`src/rtl/muldiv_pkg.sv`:
```
// Shared types and constants for the multi-cycle MUL/DIVU/REMU sequencer.
package muldiv_pkg;

    localparam int WORD_WIDTH = 32;
    localparam int ITER_COUNT = WORD_WIDTH;

    typedef enum logic [1:0] {
        OP_MUL  = 2'b00,
        OP_DIVU = 2'b01,
        OP_REMU = 2'b10
    } op_t;

    typedef logic [2:0] state_t;
    localparam state_t ST_IDLE     = 3'd0;
    localparam state_t ST_MUL_STEP = 3'd1;
    localparam state_t ST_DIV_CMP  = 3'd2;
    localparam state_t ST_DIV_SUB  = 3'd3;
    localparam state_t ST_DONE     = 3'd4;

    localparam logic [2:0] ALU_ADD = 3'b000;
    localparam logic [2:0] ALU_SUB = 3'b001;
    localparam logic [2:0] ALU_GTU = 3'b010;

endpackage

```
`src/rtl/muldiv_sequencer.sv`:
```
// MUL/DIVU/REMU over the shared execute ALU: 33-cycle MUL (early-out with MULDIV_EARLY_OUT_EN), 65-cycle divide,
// 1-cycle for divide-by-zero/reserved op; result held in DONE until result_ready, flush aborts anywhere.
module muldiv_sequencer
    import muldiv_pkg::*;
#(
    parameter int word_width = WORD_WIDTH
) (
    input  logic                  clk,
    input  logic                  reset,
    input  logic                  start_valid,
    output logic                  start_ready,
    input  logic [1:0]            start_op,
    input  logic [word_width-1:0] start_a,
    input  logic [word_width-1:0] start_b,
    input  logic                  flush,
    output logic                  result_valid,
    input  logic                  result_ready,
    output logic [word_width-1:0] result_data,
    output logic                  busy,
    output logic [2:0]            alu_control,
    output logic [word_width-1:0] alu_src_a,
    output logic [word_width-1:0] alu_src_b,
    input  logic [word_width-1:0] alu_result
);

    localparam int              CNT_W    = $clog2(word_width);
    localparam logic [CNT_W-1:0] CNT_LAST = CNT_W'(word_width - 1);

    state_t                  state;
    logic [1:0]              op_q;
    logic [CNT_W-1:0]        cnt;
    logic [word_width-1:0]   acc;
    logic [word_width-1:0]   mcand;
    logic [word_width-1:0]   mplier;
    logic [word_width-1:0]   rem;
    logic [word_width-1:0]   quo;
    logic [word_width-1:0]   divisor;
    logic                    lt;
    logic [word_width-1:0]   res;

    logic [word_width-1:0]   rs;
    logic [word_width-1:0]   rem_new;
    logic [word_width-1:0]   quo_new;
    logic                    mul_last;

    // Partial remainder shifted left with the next dividend bit; rem's MSB falls out as the overflow bit.
    assign rs      = {rem[word_width-2:0], quo[word_width-1]};
    assign rem_new = lt ? rs : alu_result;
    assign quo_new = {quo[word_width-2:0], ~lt};

`ifdef MULDIV_EARLY_OUT_EN
    assign mul_last = (cnt == CNT_LAST) || ((mplier >> 1) == '0);
`else
    assign mul_last = (cnt == CNT_LAST);
`endif

    assign start_ready  = (state == ST_IDLE);
    assign busy         = (state != ST_IDLE);
    assign result_valid = (state == ST_DONE);
    assign result_data  = res;

    always_comb begin
        alu_control = ALU_ADD;
        alu_src_a   = '0;
        alu_src_b   = '0;
        case (state)
            ST_MUL_STEP: begin
                alu_control = ALU_ADD;
                alu_src_a   = acc;
                alu_src_b   = mplier[0] ? mcand : '0;
            end
            ST_DIV_CMP: begin
                alu_control = ALU_GTU;
                alu_src_a   = divisor;
                alu_src_b   = rs;
            end
            ST_DIV_SUB: begin
                alu_control = ALU_SUB;
                alu_src_a   = rs;
                alu_src_b   = divisor;
            end
            default: ;
        endcase
    end

    always_ff @(posedge clk) begin
        if (reset) begin
            state   <= ST_IDLE;
            op_q    <= '0;
            cnt     <= '0;
            acc     <= '0;
            mcand   <= '0;
            mplier  <= '0;
            rem     <= '0;
            quo     <= '0;
            divisor <= '0;
            lt      <= 1'b0;
            res     <= '0;
        end else if (flush) begin
            state <= ST_IDLE;
        end else begin
            case (state)
                ST_IDLE: begin
                    if (start_valid) begin
                        op_q    <= start_op;
                        cnt     <= '0;
                        acc     <= '0;
                        mcand   <= start_a;
                        mplier  <= start_b;
                        rem     <= '0;
                        quo     <= start_a;
                        divisor <= start_b;
                        case (start_op)
                            OP_MUL: begin
`ifdef MULDIV_EARLY_OUT_EN
                                if (start_b == '0) begin
                                    res   <= '0;
                                    state <= ST_DONE;
                                end else begin
                                    state <= ST_MUL_STEP;
                                end
`else
                                state <= ST_MUL_STEP;
`endif
                            end
                            OP_DIVU, OP_REMU: begin
                                if (start_b == '0) begin
                                    res   <= (start_op == OP_DIVU) ? '1 : start_a;
                                    state <= ST_DONE;
                                end else begin
                                    state <= ST_DIV_CMP;
                                end
                            end
                            default: begin
                                res   <= '0;
                                state <= ST_DONE;
                            end
                        endcase
                    end
                end
                ST_MUL_STEP: begin
                    acc    <= alu_result;
                    mcand  <= mcand << 1;
                    mplier <= mplier >> 1;
                    cnt    <= cnt + CNT_W'(1);
                    if (mul_last) begin
                        res   <= alu_result;
                        state <= ST_DONE;
                    end
                end
                ST_DIV_CMP: begin
                    // A set overflow bit means rs is at least 2^W, so it can never be below the divisor.
                    lt    <= alu_result[0] & ~rem[word_width-1];
                    state <= ST_DIV_SUB;
                end
                ST_DIV_SUB: begin
                    rem <= rem_new;
                    quo <= quo_new;
                    cnt <= cnt + CNT_W'(1);
                    if (cnt == CNT_LAST) begin
                        res   <= (op_q == OP_DIVU) ? quo_new : rem_new;
                        state <= ST_DONE;
                    end else begin
                        state <= ST_DIV_CMP;
                    end
                end
                ST_DONE: begin
                    if (result_ready) begin
                        state <= ST_IDLE;
                    end
                end
                default: state <= ST_IDLE;
            endcase
        end
    end

endmodule

```
`config.mk`:
```
export PLATFORM = sky130hd
export DESIGN_NAME = muldiv_sequencer
export DESIGN_NICKNAME = d
export VERILOG_FILES = /design/src/rtl/muldiv_pkg.sv /design/src/rtl/muldiv_sequencer.sv
export SDC_FILE = /design/constraint.sdc
export NUM_CORES = 1
export LEC_CHECK = 0
export BUFFER_PORTS_ARGS = -buffer_cell sky130_fd_sc_hd__buf_4
export CORE_UTILIZATION = 45
export DETAILED_ROUTE_END_ITERATION = 16
export MAX_ROUTING_LAYER = met4
export PLACE_DENSITY = 0.7
export REMOVE_ABC_BUFFERS = 1
export SLEW_MARGIN = 20
export SYNTH_ARGS = -nofsm -noshare
export SYNTH_HDL_FRONTEND = slang
export SYNTH_SLANG_ARGS = --single-unit
export TNS_END_PERCENT = 1
```
`constraint.sdc`:
```
create_clock -name clk -period 2 [get_ports clk]
set_clock_uncertainty 0.05 [all_clocks]
set_input_delay 0.1 -clock clk [delete_from_list [all_inputs] [get_ports clk]]
set_output_delay 0.1 -clock clk [all_outputs]
set_load 0.05 [all_outputs]
```
* After elaboration in Yosys (flattened, before gate mapping) *
Index checks and enable logic that the tools add are counted.

word-level totals
  flip-flop bits (word level) = 235
  bits in latches = 0
  RAM bits = 0
  ROM bits = 0
  output and inout port bits = 102
  word-level logic and storage cells = 78
  memories = 0

operators by class
  $add $sub $neg = 1
  $mul = 0
  divide/modulo/power cells = 0
  $lt $le $gt $ge = 0
  equal/unequal tests = 14
  shifts and indexed selects = 0
  muxes and demuxes = 30
  bitwise operators = 4
  reductions and logical operators = 18

operator list
  cell                                                                    number
  32-bit case mux with 2 select lines                                     6
  32-bit two-way mux                                                      11
  32-bit case mux with 3 select lines                                     3
  32-bit logical NOT                                                      1
  3-bit two-way mux                                                       5
  3-bit case mux with 5 select lines                                      1
  3-bit AND reduction                                                     5
  5-bit case mux with 2 select lines                                      1
  2-bit inequality test (second input constant)                           4
  7-bit AND reduction                                                     1
  3-bit by 2-bit equality test with 1-bit output (second input constant)  2
  3-bit case mux with 2 select lines                                      1
  2-bit nonzero test                                                      3
  3-bit nonzero test                                                      2
  2-bit OR reduction                                                      3
  5-bit by 1-bit adder with 5-bit output (second input constant)          1
  5-bit equality test (second input constant)                             1
  5-bit two-way mux                                                       1
  2-bit by 1-bit equality test with 1-bit output (second input constant)  2
  2-bit case mux with 2 select lines                                      1
  3-bit by 1-bit equality test with 1-bit output (second input constant)  1
  3-bit equality test (second input constant)                             1
  3-bit logical NOT                                                       1
  3-bit inequality test (second input constant)                           1
  other kinds (6)                                                         8

* Depth between registers and ports, before layout *
Gate-level depths: netlist (run 1).

  depth in word-level cells = 6
  gate-level depth with buffers = 9
  mapped depth without buffers = 7

* Worst setup path before layout (run 1) *
OpenSTA, ideal clock, no wires.

  path type = register to register
  from = register state[2]
  to = register divisor[30]
  arrival time = 2.616 ns
  required time = 1.879 ns
  setup slack = -0.736 ns
  cell stages (with the launch flop) = 8
  clock period less this slack = 2.736 ns
  cells stage by stage = dfxtp_1 -> buf_2 -> nor3_2 -> inv_1 -> nor3b_2 -> clkbuf_1 -> nand2_1 -> a21oi_1

between the ends
  cells in the longest elaborated chain, start to end = 2

RTL lines
  what                                  RTL line                 text
  start: declaration                    muldiv_sequencer.sv:29   state_t state;
  start signal: assignment              muldiv_sequencer.sv:88   state <= ST_IDLE;
  start signal: assignment              muldiv_sequencer.sv:100  state <= ST_IDLE;
  start signal: assignment              muldiv_sequencer.sv:123  state <= ST_MUL_STEP;
  3-bit logical NOT                     n/a
  via start_ready                       muldiv_sequencer.sv:11   output logic start_ready,
  3-bit AND reduction (no source line)  n/a
  end signal: assignment                muldiv_sequencer.sv:112  divisor <= start_b;
  end: declaration                      muldiv_sequencer.sv:37   logic [word_width-1:0] divisor;

The timed path passes the listed nets, and every way through them passes these cells.
A chain may end at the register's enable or synchronous reset.

* Worst setup path after layout (run 1) *
  from = register state[2]
  to = output port alu_src_b[17]

between the ends
  cells in the longest elaborated chain, start to end = 2

RTL lines
  what                                                                                                                     RTL line                text
  3-bit by 2-bit equality test with 1-bit output / 3-bit by 1-bit equality test with 1-bit output (equally long branches)  muldiv_sequencer.sv:66  case (state)
  32-bit case mux with 3 select lines *                                                                                    muldiv_sequencer.sv:66
  end: declaration                                                                                                         muldiv_sequencer.sv:22  output logic [word_width-1:0] alu_src_b,

Mark *: on every way between the ends. The rest lies on a longest branch, timed or not.

==> results.py, run 1 <==
metrics = {
    "outcome": {
        "status": "complete, but fails checks",
        "violations": "setup timing",
    },
    "logic_synthesis": {
        "synth-edff-count": 0,
        "synth.ff_latch_count": 235,
        "synth_commonest_cells": "235 x sky130_fd_sc_hd__dfxtp_1, 209 x sky130_fd_sc_hd__nor2_1, 203 x sky130_fd_sc_hd__nand2_1, 137 x sky130_fd_sc_hd__clkbuf_1, 99 x sky130_fd_sc_hd__o21ai_0",
        "post-synth-top-count-cell": "sky130_fd_sc_hd__dfxtp_1",
        "synth_largest_area_cell": "sky130_fd_sc_hd__dfxtp_1",
        "yosysSeqAreaShare_pct": 37.52,
        "synth.area.mux_share_pct": 8.293,
        "simple_gate_share_of_the_synthesized_area_pct": 18.34,
        "yosys.cell_types.count": 46,
        "fraction_of_synthesized_cell_area_in_xor_and_xnor_cells_pct": 0,
        "synth.yosys.warnings": 0,
        "synth_compound_gate_area_share_pct": 27.77,
        "mean_instance_size_in_the_synthesized_netlist_um2": 8.058,
        "syn_std_cell_area_um2": 12540,
        "synth_top_family_by_area": "compound AO/OA/AOI/OAI gates",
        "yosys_most_used_dff": "sky130_fd_sc_hd__dfxtp_1",
        "yosysTopAreaCellShare_pct": 37.52,
        "yosys-top-cells-area": "sky130_fd_sc_hd__dfxtp_1 38%, sky130_fd_sc_hd__a311oi_1 6.5%, sky130_fd_sc_hd__nor2_1 6.3%",
        "synth_adder_area_share_pct": 0.4990,
        "ys_async_sr_fraction_pct": 0,
        "netlist_instances": 1556,
    },
    "clock_network": {
        "cts_sinks": 235,
        "cts_htree_levels": 1,
        "cts_tree": "done",
        "clk_latency_ps": 540,
        "clock_root_buffer_master": "sky130_fd_sc_hd__clkbuf_16",
        "cts_buffers": 27,
        "cts_buffer_depth": 3,
        "path_clk_slew_ps": 60,
    },
    "cells_and_area": {
        "diodes": 0,
        "seq_area_um2": 4720,
        "nets": 1938,
        "fraction_of_layout_cells_with_a_size_suffix_above_1_pct": 28.61,
        "synthToLayoutAreaGrowth_pct": 38.85,
        "layout.filler_cells": 2238,
        "fin_util_pct": 64.06,
        "multiInputGateArea_um2": 7131,
    },
    "place": {
        "gpl.final_weighted_congestion": 0.9088,
        "detailed_place_hpwl_um": 29430,
        "dp_slack_ps": -222.8,
        "port-buffer-count": 203,
    },
    "routing": {
        "via_count": 13580,
        "dr.pass1.iters": 8,
        "route.detailed.wl_per_inst_um": 21.14,
        "drcViolationCount": 0,
        "detail-route-antenna-nets": 0,
        "drt_iter0_markers": 1770,
        "post_drt_via_cell_ratio": 6.115,
        "wirelength_um": 46960,
    },
    "timing": {
        "report.final.setup_viol": 65,
        "report.final.slew_viol_count": 0,
        "grt_setup_unrepaired": "true",
        "finalHoldViolCount": 0,
        "worst_slew_margin_relative_to_its_limit_pct": 65.98,
        "finalCritPeriodShare_pct": 116.7,
        "timing.setup.tns_ps": -13390,
        "worst_slew_pin_slew_ps": 510.3,
        "layout_min_cycle_time_ps": 2334,
        "layout_setup_ws_ps": -334.3,
        "timing.hold.ws_ps": 33.36,
        "max_clock_freq_ghz": 0.4284,
    },
    "critical_path": {
        "worst-r2r-cell-count": 8,
        "worstPathRequired_ps": 1850,
        "cp_class": "flop to output port",
        "worstSetupEndpointType": "output port",
        "cp.arrival_ps": 2180,
        "critical_path.max_fanout": 17,
        "startpoint_type": "flop",
    },
    "run": {
        "drv.max_cap_violation_count": 0,
    },
    "grt": {
        "grt_max_degree": 71,
        "gr-total-overflow": 0,
        "globalRouteTotalUtil_pct": 33.04,
        "grt_pass1_vias": 13330,
        "number_of_antenna_violations_at_the_first_check_in_global_routing": 0,
        "global_route_wire_length_before_repair_um": 73010,
    },
    "die": {
        "die_width_um": 168.9,
        "ios": 205,
        "site_rows": 60,
        "die_y_um": 168.9,
        "fp.dieArea_um2": 28530,
        "initial_utilization_pct": 46.14,
        "core_region_area_um2": 27180,
    },
    "power": {
        "power.density_nw_per_um2": 715.5,
        "power.leakage_nw": 6.997,
        "max-vdd-ir-drop_uv": 476.3,
        "power_mw": 12.46,
    },
    "min_path": {
        "worstHoldPathCells": 3,
        "hold_class": "primary input to flop",
    },
}
-- layout make-up --
type | instances | share of cell area (%)
Clock buffer | 42 | 4.549
Clock inverter | 6 | 0.4600
Inverter | 72 | 1.588
Multi-Input combinational cell | 1082 | 40.96
Sequential cell | 235 | 27.11
Tap cell | 372 | 2.674
Timing Repair Buffer | 412 | 22.66
-- routing by layer --
| layer | share of wire, % | vias up | global-route usage (%) |
|---|---|---|---|
| li1 | - | 6190 | - |
| met1 | 40 | 6491 | 41.27 |
| met2 | 47 | 774 | 52.41 |
| met3 | 8.5 | 126 | 4.887 |
| met4 | 4.4 | 0 | 15.73 |
| met5 | 0 | - | - |
-- worst max-delay path: stages (launching register included) --
cell                       delay [ps]
sky130_fd_sc_hd__dfxtp_4          350
sky130_fd_sc_hd__nand2b_4         160
sky130_fd_sc_hd__nor2_4            50
sky130_fd_sc_hd__and2_4           190
sky130_fd_sc_hd__buf_12           170
sky130_fd_sc_hd__a222oi_1         450
sky130_fd_sc_hd__inv_1            110
sky130_fd_sc_hd__buf_6            170
-- placed cells by master (no fill, tap or decap), drive strengths merged, types with 33 or more instances in the layout --
| cell type | instances |
|---|---|
| a22oi | 98 |
| mux2i | 33 |
| dlygate4sd3 | 101 |
| o21ai | 100 |
| clkbuf | 42 |
| a211oi | 65 |
| mux2 | 63 |
| a311oi | 93 |
| nor2 | 209 |
| nand2 | 203 |
| a21oi | 44 |
| dfxtp | 235 |
| inv | 71 |
| buf | 309 |
-- what timing repair did --
action	in CTS	in global routing
cloned	3	0
hold buffers	101	0
endpoints found under the hold margin	196	0
buffers inserted	8	1
resized for setup	70	42
setup endpoints to repair	95	113
pin swaps	23	8
-- report_power, final --
| group | internal (mW) | leakage (nW) | total (mW) | switching, mW |
|---|---|---|---|---|
| Clock | 2.96 | 0.430 | 4.95 | 1.99 |
| Combinational | 0.988 | 4.64 | 2.36 | 1.37 |
| Sequential | 4.94 | 1.92 | 5.15 | 0.214 |
-- cell families (layout without fill, tap and decap cells) --
logic type,Yosys count,in the layout
and+or+nand+nor,510,510
AOI/OAI and AO/OA,470,470
buffers and inverters,239,532
DFF,235,235
muxes,96,96
adders and majority gates,5,5
other,1,1
-- stage by stage --
step / cell area (µm²) / instances
floorplan: 11860 / 1389
global placement: 14940 / 2060
detailed placement: 14940 / 2060
CTS: 17230 / 2220
global route: 17410 / 2221
finish: 17410 / 2221
-- final timing paths --
check                             start                 endpoint  slack (ps)
setup / recovery  state[2]$_SDFFE_PP0P_            alu_src_b[17]        -330
hold / removal              start_valid    state[0]$_SDFFE_PP0P_          30
setup reg to reg  state[2]$_SDFFE_PP0P_  divisor[2]$_SDFFE_PP0P_          10
hold reg to reg    op_q[1]$_SDFFE_PP0P_     op_q[1]$_SDFFE_PP0P_         400
-- sequential cells by signal, indices dropped and copies added, names as in the netlist --
name / count
op_q: 2
mcand: 32
acc: 32
state: 3
divisor: 32
lt: 1
quo: 32
rem: 32
mplier: 32
result_data: 32
cnt: 5
Power figures use the tool's default switching activity.
==> run 2, diff against run 1 <==
- CORE_ASPECT_RATIO: unset -> 1.75
==> run 2 against run 1 <==
The flow still finishes with violations (setup timing). Sequential share of layout area up 0.20 points. Die area hardly changed. Count of clock-buffer cells in the layout shrank 7. Worst setup slack worse by 56 ps. Routed wire length increased by 4.9%. Worst hold slack got worse by 5.1 ps. Sequential cell count stayed put. Critical path type unchanged. Critical endpoint is now alu_src_b[26].
==> results.py, run 2 (synthesis results as in run 1) <==
metrics = {
    "place": {
        "port-buffer-count": 203,
        "place_area_um2": 15050,
        "gpl.final_weighted_congestion": 0.9130,
        "detailed_place_hpwl_um": 31780,
    },
    "die": {
        "initial_utilization_pct": 45.88,
        "ios": 205,
        "fp.dieArea_um2": 28560,
        "core_region_area_um2": 27330,
        "die_width_um": 128.2,
        "die_y_um": 222.8,
        "site_rows": 80,
    },
    "grt": {
        "globalRouteTotalUtil_pct": 34.71,
        "global_route_wire_length_before_repair_um": 75280,
        "grt_pass1_vias": 13840,
        "gr-total-overflow": 0,
        "grt_max_degree": 67,
        "number_of_antenna_violations_at_the_first_check_in_global_routing": 1,
    },
    "clock_network": {
        "clk_latency_ps": 530,
        "clock_root_buffer_master": "sky130_fd_sc_hd__clkbuf_16",
        "cts_sinks": 235,
        "cts_tree": "done",
        "cts_buffers": 23,
        "cts_buffer_depth": 3,
        "path_clk_slew_ps": 70,
        "cts_htree_levels": 1,
    },
    "timing": {
        "finalHoldViolCount": 0,
        "max_clock_freq_ghz": 0.4184,
        "layout_setup_ws_ps": -390.3,
        "finalCritPeriodShare_pct": 119.5,
        "report.final.slew_viol_count": 0,
        "worst_slew_pin_slew_ps": 512.1,
        "layout_min_cycle_time_ps": 2390,
        "grt_setup_unrepaired": "true",
        "worst_slew_margin_relative_to_its_limit_pct": 65.86,
        "report.final.setup_viol": 133,
    },
    "power": {
        "power.leakage_nw": 6.983,
        "power_mw": 11.86,
        "max-vdd-ir-drop_uv": 545.6,
        "power.density_nw_per_um2": 686.4,
    },
    "critical_path": {
        "cp.arrival_ps": 2240,
        "critical_path.max_fanout": 6,
        "cp_class": "flop to output port",
        "worst-r2r-cell-count": 7,
        "r2r-end": "acc[1]$_SDFFE_PP0P_",
        "worstSetupEndpointType": "output port",
        "startpoint_type": "flop",
        "reg2reg_setup_slack_ps": -220,
        "worstPathRequired_ps": 1850,
        "setup.worst_path.start": "state[2]$_SDFFE_PP0P_",
        "critical_path.reg2reg.startpoint": "state[1]$_SDFFE_PP0P_",
    },
    "routing": {
        "post_drt_via_cell_ratio": 6.222,
        "wirelength_um": 49260,
        "drcViolationCount": 0,
        "detail-route-antenna-nets": 0,
        "drt_iter0_markers": 1367,
        "via_count": 13820,
        "dr.pass1.iters": 9,
        "route.detailed.wl_per_inst_um": 22.18,
    },
    "cells_and_area": {
        "nets": 1943,
        "stdcell_area_um2": 17280,
        "synthToLayoutAreaGrowth_pct": 37.79,
        "layout.filler_cells": 2316,
        "final_common_cell": "sky130_fd_sc_hd__buf_4",
        "mostFrequentLayoutCells": "251 x sky130_fd_sc_hd__buf_4, 230 x sky130_fd_sc_hd__dfxtp_1, 207 x sky130_fd_sc_hd__nor2_1",
        "fraction_of_layout_cells_with_a_size_suffix_above_1_pct": 28.81,
    },
    "outcome": {
        "status": "complete, but fails checks",
        "violations": "setup timing",
    },
    "min_path": {
        "worstHoldPathCells": 3,
        "worstHoldEndpoint": "state[0]$_SDFFE_PP0P_",
        "hold_path_origin": "start_valid",
        "hold_class": "primary input to flop",
    },
    "run": {
        "drv.max_cap_violation_count": 0,
    },
}
[run 2: cell count changes in the layout (fill, tap and decap cells not counted), sizes merged]
cell,delta
bufinv,-2
inv,+1
clkbuf,-6
bufbuf,-1
buf,+9
diode,+2
[run 2: metrics by stage]
step	setup WS, ps	setup TNS (ps)	utilization, %	hold slack, ps	cells
6_report	-390.3	-21170	63.22	28.21	2221
5_1_grt	-398.5	-28140	63.21	94.10	2220
3_5_place_dp	-220.0	-5723	55.09	310.4	2068
2_1_floorplan	-5397	-1128980	-	114.6	1389
3_3_place_gp	-173.2	-5037	55.09	308.0	2068
4_1_cts	-331.6	-19490	62.38	7.875	2217
[run 2: area by class of cell]
type | count | area, µm² | share of cell area, %
inverter | 72 | 275.3 | 1.593
tap | 369 | 461.7 | 2.672
timing repair buffer | 421 | 3990 | 23.10
clock buffer | 35 | 691.9 | 4.005
antenna | 2 | 5.005 | 0.02897
multi-input combinational | 1082 | 7109 | 41.15
clock inverter | 5 | 25.02 | 0.1448
sequential | 235 | 4718 | 27.31
[run 2: worst max-delay path by stage]
stage,endpoint,slack [ps],cells after the start
4_1_cts,alu_src_b[24],-330,7
3_5_place_dp,result_data[31]$_SDFFE_PP0P_,-220,8
6_report,alu_src_b[26],-390,7
2_1_floorplan,mcand[10]$_SDFFE_PP0P_,-5400,2
5_1_grt,alu_src_b[26],-400,7
3_3_place_gp,result_data[31]$_SDFFE_PP0P_,-170,8
[run 2: what timing repair did]
action,in CTS,in global routing
gates resized for setup,44,49
hold buffers,101,0
setup endpoints to repair,82,202
endpoints found under the hold margin,212,0
gates cloned,2,1
setup buffers,6,1
pin swaps,24,22
[run 2: power breakdown]
part           switching (mW)  leakage (nW)  total, mW  internal, mW
clock                    1.92         0.358       4.30          2.38
sequential              0.221          1.92       5.15          4.93
combinational            1.39          4.70       2.40          1.02
[run 2: worst max-delay path: stages, from the launching register on]
cell and delay (ps):
sky130_fd_sc_hd__dfxtp_4 360, sky130_fd_sc_hd__nand2b_4 150, sky130_fd_sc_hd__nor2_4 50, sky130_fd_sc_hd__and2_4 200, sky130_fd_sc_hd__clkbuf_16 190, sky130_fd_sc_hd__a222oi_1 470
sky130_fd_sc_hd__inv_1 110, sky130_fd_sc_hd__buf_6 170
[run 2: layer usage]
metal | vias to the layer above | wire length, µm | global-route usage [%]
li1 | 6203 | - | -
met1 | 6637 | 17740 | 37.63
met2 | 786 | 25120 | 58.80
met3 | 192 | 3441 | 4.599
met4 | 0 | 2961 | 22.39
met5 | - | 0 | -
